==> config.mk <==
export PLATFORM = sky130hd
export DESIGN_NAME = knight_scanner
export DESIGN_NICKNAME = d
export VERILOG_FILES = /design/src/rtl/knight_scanner.sv
export SDC_FILE = /design/constraint.sdc
export NUM_CORES = 1
export LEC_CHECK = 0
export CORE_ASPECT_RATIO = 1.4
export CORE_MARGIN = 1.5
export CORE_UTILIZATION = 60
export CTS_CLUSTER_SIZE = 28
export DETAILED_ROUTE_END_ITERATION = 12
export PLACE_DENSITY = 0.8
export SLEW_MARGIN = 10
export SYNTH_ARGS = -nofsm -noshare
export SYNTH_HDL_FRONTEND = slang
export SYNTH_SLANG_ARGS = --single-unit
==> constraint.sdc <==
create_clock -name clk -period 2.6 [get_ports clk]
set_input_delay 0.52 -clock clk [delete_from_list [all_inputs] [get_ports clk]]
set_output_delay 0.52 -clock clk [all_outputs]
set_load 0.1 [all_outputs]
==> src/rtl/knight_scanner.sv <==
// Knight-rider style LED scanner. A head LED moves one position per step
// strobe and leaves a trail whose brightness halves each step. Each LED is
// driven by comparing its level against a free-running PWM counter.
module knight_scanner #(
    parameter int NUM_LEDS = 8,
    parameter int PWM_BITS = 4
) (
    input  logic                        clk,
    input  logic                        reset,
    input  logic                        next_pos,
    input  logic                        enable,
    input  logic                        mode,
    output logic [NUM_LEDS-1:0]         leds,
    output logic [$clog2(NUM_LEDS)-1:0] pos,
    output logic                        dir
);

    localparam int POS_W = $clog2(NUM_LEDS);
    localparam logic [POS_W-1:0]    LAST_POS  = POS_W'(NUM_LEDS - 1);
    localparam logic [POS_W-1:0]    FIRST_POS = POS_W'(0);
    localparam logic [POS_W-1:0]    POS_ONE   = POS_W'(1);
    localparam logic [PWM_BITS-1:0] MAX_LEVEL = {PWM_BITS{1'b1}};
    localparam logic [PWM_BITS-1:0] PWM_ONE   = PWM_BITS'(1);

    typedef enum logic [1:0] {
        IDLE      = 2'd0,
        MOVE_UP   = 2'd1,
        MOVE_DOWN = 2'd2
    } state_t;

    state_t                            state_q, state_d;
    logic [POS_W-1:0]                  pos_q, pos_d;
    logic                              dir_q, dir_d;
    logic [NUM_LEDS-1:0][PWM_BITS-1:0] level_q, level_d;
    logic [PWM_BITS-1:0]               pwm_cnt_q, pwm_cnt_d;
    logic [NUM_LEDS-1:0]               leds_q, leds_d;

    // Scan control: enable changes win over steps; a step moves the head,
    // handles the end-of-row bounce or wrap and ages the trail.
    always_comb begin
        state_d = state_q;
        pos_d   = pos_q;
        level_d = level_q;
        if (!enable) begin
            state_d = IDLE;
            level_d = '0;
        end else if (state_q == IDLE) begin
            state_d        = dir_q ? MOVE_DOWN : MOVE_UP;
            level_d[pos_q] = MAX_LEVEL;
        end else if (next_pos) begin
            for (int i = 0; i < NUM_LEDS; i++) begin
                level_d[i] = level_q[i] >> 1;
            end
            case (state_q)
                MOVE_UP: begin
                    if (pos_q == LAST_POS) begin
                        if (mode) begin
                            pos_d = FIRST_POS;
                        end else begin
                            pos_d   = LAST_POS - POS_ONE;
                            state_d = MOVE_DOWN;
                        end
                    end else begin
                        pos_d = pos_q + POS_ONE;
                    end
                end
                MOVE_DOWN: begin
                    if (pos_q == FIRST_POS) begin
                        if (mode) begin
                            pos_d = LAST_POS;
                        end else begin
                            pos_d   = POS_ONE;
                            state_d = MOVE_UP;
                        end
                    end else begin
                        pos_d = pos_q - POS_ONE;
                    end
                end
                default: begin
                    state_d = IDLE;
                end
            endcase
            level_d[pos_d] = MAX_LEVEL;
        end else begin
            state_d = state_q;
        end
    end

    // Direction mirrors the moving state and is remembered while idle.
    always_comb begin
        dir_d = dir_q;
        case (state_d)
            MOVE_UP:   dir_d = 1'b0;
            MOVE_DOWN: dir_d = 1'b1;
            default:   dir_d = dir_q;
        endcase
    end

    // Free-running PWM phase and registered per-LED brightness compare.
    always_comb begin
        pwm_cnt_d = pwm_cnt_q + PWM_ONE;
        leds_d    = '0;
        for (int i = 0; i < NUM_LEDS; i++) begin
            leds_d[i] = (level_q[i] > pwm_cnt_q);
        end
    end

    // State registers with synchronous reset.
    always_ff @(posedge clk) begin
        if (reset) begin
            state_q   <= IDLE;
            pos_q     <= '0;
            dir_q     <= 1'b0;
            level_q   <= '0;
            pwm_cnt_q <= '0;
            leds_q    <= '0;
        end else begin
            state_q   <= state_d;
            pos_q     <= pos_d;
            dir_q     <= dir_d;
            level_q   <= level_d;
            pwm_cnt_q <= pwm_cnt_d;
            leds_q    <= leds_d;
        end
    end

    assign leds = leds_q;
    assign pos  = pos_q;
    assign dir  = dir_q;

endmodule

Yosys cells after proc, flatten, opt, wreduce, memory -nomap -nowiden. Index checks and enable logic that the tools add are counted.

Bits in registers: 50. Logic and storage cells: 69.

Reduce and logical (&&, ||, !) cells: 8. Mux-type cells: 24. Add/sub/neg operators: 3. Bitwise gates (word level): 4. Equality and inequality tests: 5. $lt $le $gt $ge: 12.

Operators with widths (count): two-way mux 32 bit (2); > comparator 4 bit (8); OR 31 x 32 -> 32 bit (1); OR 32 bit (1); demux 4 bit (select 3 bit) (2); two-way mux 3 bit (7); two-way mux 2 bit (8); < comparator 3 x 4 -> 1 bit, second input constant (2); two-way mux 4 bit (2); greater-or-equal comparator 3 x 1 -> 1 bit, second input constant (2); one-hot mux 3 bit (2 select lines) (1); adder 4 x 1 -> 4 bit, second input constant (1); == test 2 x 1 -> 1 bit, second input constant (2); == test 2 bit, second input constant (2); one-hot mux 2 bit (2 select lines) (1); nonzero test 2 bit (2); adder 3 x 1 -> 3 bit, second input constant (1); == test 3 bit, second input constant (1); zero test 3 bit (1); AND reduction 3 bit (1); subtractor 3 x 1 -> 3 bit, second input constant (1); logical AND 1 bit (2); zero test 2 bit (1); inverter 1 bit (2); 2 further kinds (2).

Depth between registers and ports, before layout. Gate-level depths: netlist of run 1.

Depth in word-level cells: 13. Gate-level depth with buffers: 11. Mapped depth without buffers: 9.

Least setup slack after synthesis of run 1. Ideal clock, no wire load.

Path type: flip-flop to flip-flop. Start point: register pos_q[1], in the netlist pos[1]. End point: register level_q[4] (netlist bit). Clock period less this slack: 2910 ps. Setup slack: -310 ps. Buffers on the path: 2. Stages on the path, launching flop included: 9. Required time: 2462 ps. Library setup time: 138 ps. Arrival: 2772 ps. Cells stage by stage: dfxtp_1 > clkbuf_1 > inv_1 > ha_1 > nor3b_1 > a211oi_1 > o22a_1 > clkbuf_1 > o32ai_1.

Cells in the longest elaborated chain, start to end: 13. Elaborated cells between the ends (all ways): 24. Those cells by class: add/sub (2); order compare (4); eq/ne (1); mux (12); bitwise (2); reduce/logical (3).

Ends and longest elaborated chain: start: declaration (line 32) `logic [POS_W-1:0] pos_q, pos_d;`; start signal: assignment (line 119) `pos_q <= pos_d;`; subtractor 3 x 1 -> 3 bit (tied with other cells) (line 76) `pos_d = pos_q - POS_ONE;`; two-way mux 3 bit, on equally long branches (line 68, 56); one-hot mux 3 bit (2 select lines) (line 54) `case (state_q)`; two-way mux 3 bit (line 50) `end else if (next_pos) begin`; two-way mux 3 bit (line 47) `end else if (state_q == IDLE) begin`; two-way mux 3 bit (line 44) `if (!enable) begin`; < comparator 3 x 4 -> 1 bit (not written as such) / greater-or-equal comparator 3 x 1 -> 1 bit (equally long branches) (line 83) `level_d[pos_d] = MAX_LEVEL;`; logical AND 1 bit (not written as such) (line 83); two-way mux 4 bit (not written as such) (line 83); demux 4 bit (select 3 bit) (line 83); OR 31 x 32 -> 32 bit (no line); two-way mux 32 bit (line 50); two-way mux 32 bit (*) (line 47); end signal: assignment (line 121) `level_q <= level_d;`; end: declaration (line 34) `logic [NUM_LEDS-1:0][PWM_BITS-1:0] level_q, level_d;`.

Mark *: on every way between the ends. The rest lies on a longest branch, timed or not. The select of a mux whose other input is x is not followed. A chain may end at the register's enable or synchronous reset.

Worst setup path in the final report of run 1.
Start point: register state_q[1]. End point: register level_q[4] (netlist bit).

Cells in the longest elaborated chain, start to end: 12. Elaborated cells between the ends (all ways): 16. Those cells by class: order compare (2); eq/ne (2); mux (8); bitwise (1); reduce/logical (3).

Ends and longest elaborated chain: start: declaration (line 31) `state_t state_q, state_d;`; start signal: assignment (line 118) `state_q <= state_d;`; == test 2 bit / == test 2 x 1 -> 1 bit (equally long branches) (line 54); one-hot mux 3 bit (2 select lines) (line 54); two-way mux 3 bit (line 50); two-way mux 3 bit (line 47); two-way mux 3 bit (line 44); < comparator 3 x 4 -> 1 bit (not written as such) / greater-or-equal comparator 3 x 1 -> 1 bit (equally long branches) (line 83); logical AND 1 bit (not written as such) (line 83); two-way mux 4 bit (not written as such) (line 83); demux 4 bit (select 3 bit) (line 83); OR 31 x 32 -> 32 bit (no line); two-way mux 32 bit (line 50); two-way mux 32 bit (line 47).

Several ways; a longest one is shown, not always the timed one. The select of a mux whose other input is x is not followed.

==> results of run 1 <==
==> logic make-up after synthesis <==
group | count (synthesis) | synth area share [%]
and+or+nand+nor | 114 | 17.9
AOI/OAI and AO/OA | 101 | 25.7
buffers and inverters | 52 | 6.58
DFF | 50 | 31.9
adders and majority gates | 41 | 16.3
muxes | 3 | 0.997
xor gates and xnor gates | 2 | 0.558
==> synth_stat cells (2+ instances only) <==
master    instances
o21a_1           10
a41o_1            8
a21boi_0          7
nand2b_1          4
a221oi_1          3
nand2_1          51
o32ai_1          30
a22oi_1           3
inv_1            25
nor2_1           11
xnor2_1           2
o21ai_0           8
mux2i_1           2
a21oi_1          10
buf_2             3
ha_1             41
nor2b_1          12
a311oi_1          3
o211ai_1          5
and3_1           22
nand4_1           3
clkbuf_1         22
dfxtp_1          50
o32ai_2           2
o211a_1           2
nand3_1           5
a31oi_1           3
==> placed cells by master, fill, tap and decap left out, drive strengths merged, types with 10 or more instances in the layout <==
cell | synthesis | layout
and3 | 22 | 22
inv | 26 | 26
buf | 4 | 26
nor2b | 12 | 12
a21oi | 10 | 10
o21a | 10 | 10
nand2 | 51 | 51
dfxtp | 50 | 50
o32ai | 32 | 32
ha | 41 | 41
nor2 | 11 | 11
==> metrics by stage <==
step           power, mW  cells  area, sq um  hold slack, ns
3_5_place_dp        1.21    433         3350           0.528
3_3_place_gp        1.20    433         3350           0.529
2_1_floorplan       1.11    363         3140           0.505
6_report            1.75    441         3470           0.539
5_1_grt             1.83    441         3470           0.611
4_1_cts             1.76    441         3470           0.551
==> how the worst max path moves through the flow <==
stage / slack [ns] / from / to / cells after the start
finish: 0.32 / state_q[1]$_SDFF_PP0_ / level_q[4]$_SDFFE_PP0P_ / 5
global route: 0.20 / state_q[1]$_SDFF_PP0_ / dir$_SDFFE_PP0P_ / 8
CTS: 0.33 / state_q[1]$_SDFF_PP0_ / level_q[4]$_SDFFE_PP0P_ / 5
detailed placement: 0.08 / mode / dir$_SDFFE_PP0P_ / 8
global placement: 0.13 / mode / dir$_SDFFE_PP0P_ / 8
floorplan: 0.01 / pos[1]$_SDFFE_PP0P_ / level_q[4]$_SDFFE_PP0P_ / 8
==> layer usage <==
layer  GRT usage [%]  up-vias
met2            48.3       89
li1                -     1363
met5               0        -
met1            34.1     1321
met4            12.0        0
met3            3.31       21
==> state kept, by name, indices dropped and copies added, names as in the netlist <==
signal and cells:
leds 8, pos 3, level_q 32, dir 1, state_q 2, pwm_cnt_q 4
==> area by class of cell <==
cell class / count / share of cell area [%]
Sequential cell: 50 / 29.0
Tap cell: 66 / 2.38
Inverter: 26 / 2.82
Multi-Input combinational cell: 261 / 55.8
Timing Repair Buffer: 30 / 6.79
Clock buffer: 5 / 1.99
Clock inverter: 3 / 1.30
==> power groups by stage <==
stage | Clock (mW) | Sequential, mW | Combinational, mW
global route | 0.604 | 0.817 | 0.410
CTS | 0.572 | 0.813 | 0.378
floorplan | 0 | 0.933 | 0.182
global placement | 0 | 0.830 | 0.367
detailed placement | 0 | 0.831 | 0.376
finish | 0.558 | 0.813 | 0.380
==> worst max-delay path: stages, from the launching register on <==
cell	delay [ns]
dfxtp_1	0.39
inv_1	0.08
ha_1	0.44
or2b_1	0.31
a311o_1	0.61
o32ai_1	0.34
==> flow_metrics.py, run 1 <==
metrics = {
    "status": {
        "status": "complete, no violations",
    },
    "grt": {
        "grt_overflow": 0,
        "grt_max_degree": 34,
        "grt_usage_pct": 27.5,
        "grt_pass1_wl_mm": 12.3,
        "antenna_found_initial": 0,
        "grt_pass1_vias": 2622,
    },
    "critical_path": {
        "worstReg2RegEnd": "level_q[4]$_SDFFE_PP0P_",
        "critPathKind": "flip-flop to flip-flop",
        "rrSetupSlack_ns": 0.32,
        "r2r-start": "state_q[1]$_SDFF_PP0_",
        "cp_max_fo": 16,
        "critPathLaunchType": "flip-flop",
        "critPathArrivalTime_ns": 2.49,
        "end_kind": "flip-flop",
        "cp.required_ns": 2.81,
        "r2r_cells": 5,
    },
    "place": {
        "port_buffers": 16,
        "place_congestion": 0.825,
        "hpwl_mm": 5.16,
        "dp_slack_ns": 0.0752,
    },
    "layout": {
        "syn2layout_area_growth_pct": 10.4,
        "drive_gt1_share_pct": 11.2,
        "regArea_sq_um": 1000,
        "post-route-util_pct": 67.7,
        "multiInputGateArea_sq_um": 1930,
        "final_nets": 420,
        "fillers": 441,
        "diodes": 0,
    },
    "timing": {
        "hold_violations": 0,
        "fin_ws_ns": 0.324,
        "tightest_slew_ns": 0.771,
        "fin_worst_skew_ns": 0.00825,
        "finalCritPeriodShare_pct": 87.5,
        "setup_viol": 0,
        "tns_ns": 0,
        "final.min_clock_period_ns": 2.28,
        "slew_viol_final": 0,
        "rsz0062_at_grt": "no",
        "fmax_mhz": 439,
        "slew_headroom_pct": 48.6,
    },
    "yosys": {
        "async_flop_share_pct": 0,
        "yosys-top-cells-area": "dfxtp_1 32%, ha_1 16%, o32ai_1 8.4%",
        "synth_area_leader_cell": "dfxtp_1",
        "ys.flop_type": "dfxtp_1",
        "ys_warn_count": 0,
        "synth_cell_types": 43,
        "mappedNetlistArea_sq_um": 3140,
        "syn-instance-count": 363,
        "synth_top_area_share_pct": 31.9,
        "synth_seq_cells": 50,
        "syn-mean-instance-area_sq_um": 8.64,
        "synth_nets": 409,
        "yosysSeqAreaShare_pct": 31.9,
        "synth_edf_count": 0,
    },
    "clock_tree": {
        "cts_setup_buffers": 0,
        "cts-root-buf": "clkbuf_8",
        "insertion_delay_ns": 0.31,
        "clk_pin_slew_ns": 0.09,
        "clock_sinks": 50,
        "cts_max_level": 2,
        "cts-hold-fix-buffers": 0,
        "cts_resized": 0,
        "cts_buffers": 5,
        "clockBufferDepth": 2,
        "cts_tree": "done",
    },
    "pwr": {
        "powerDensity_nw_per_um2": 505,
        "p_sw_share_pct": 31.1,
        "power.internal_mw": 1.21,
        "clock_power_share_pct": 31.9,
        "comb_power_share_pct": 21.7,
        "p_switching_uw": 544,
        "leakage_nw": 1.27,
        "irDropWorstVdd_mv": 0.297,
        "seqPwrFrac_pct": 46.4,
    },
    "routing": {
        "dr.pass1.iters": 4,
        "wl_mm": 7.30,
        "vias_per_cell": 6.34,
        "post_drt_wl_per_cell_microns": 16.6,
        "wl_met1_mm": 2.95,
        "num_vias": 2794,
        "highest_layer": "met4",
        "dr_wl_met2_mm": 3.78,
        "drt-initial-drc-count": 135,
        "ant_nets": 0,
        "met3_length_microns": 376,
        "route.detailed.drc": 0,
    },
    "min_path": {
        "holdCritPathClass": "flip-flop to flip-flop",
        "min_path_cells": 2,
        "min_to": "dir$_SDFFE_PP0P_",
        "min_from": "dir$_SDFFE_PP0P_",
    },
    "die": {
        "die_x_microns": 64.1,
        "pin_count": 17,
        "initial_core_util_pct": 61.3,
        "die_h_microns": 88.6,
        "std_cell_rows": 31,
        "dieArea_sq_um": 5680,
        "core_area_sq_um": 5120,
    },
    "flow_run": {
        "maxCapViolations": 0,
    },
}
Power figures use the tool's default switching activity.
==> inputs of run 2 (changes only) <==
SLEW_MARGIN = 30   (was 10)
==> results of run 2 <==
The final DEF is identical to that of run 1; final timing and power are the same.
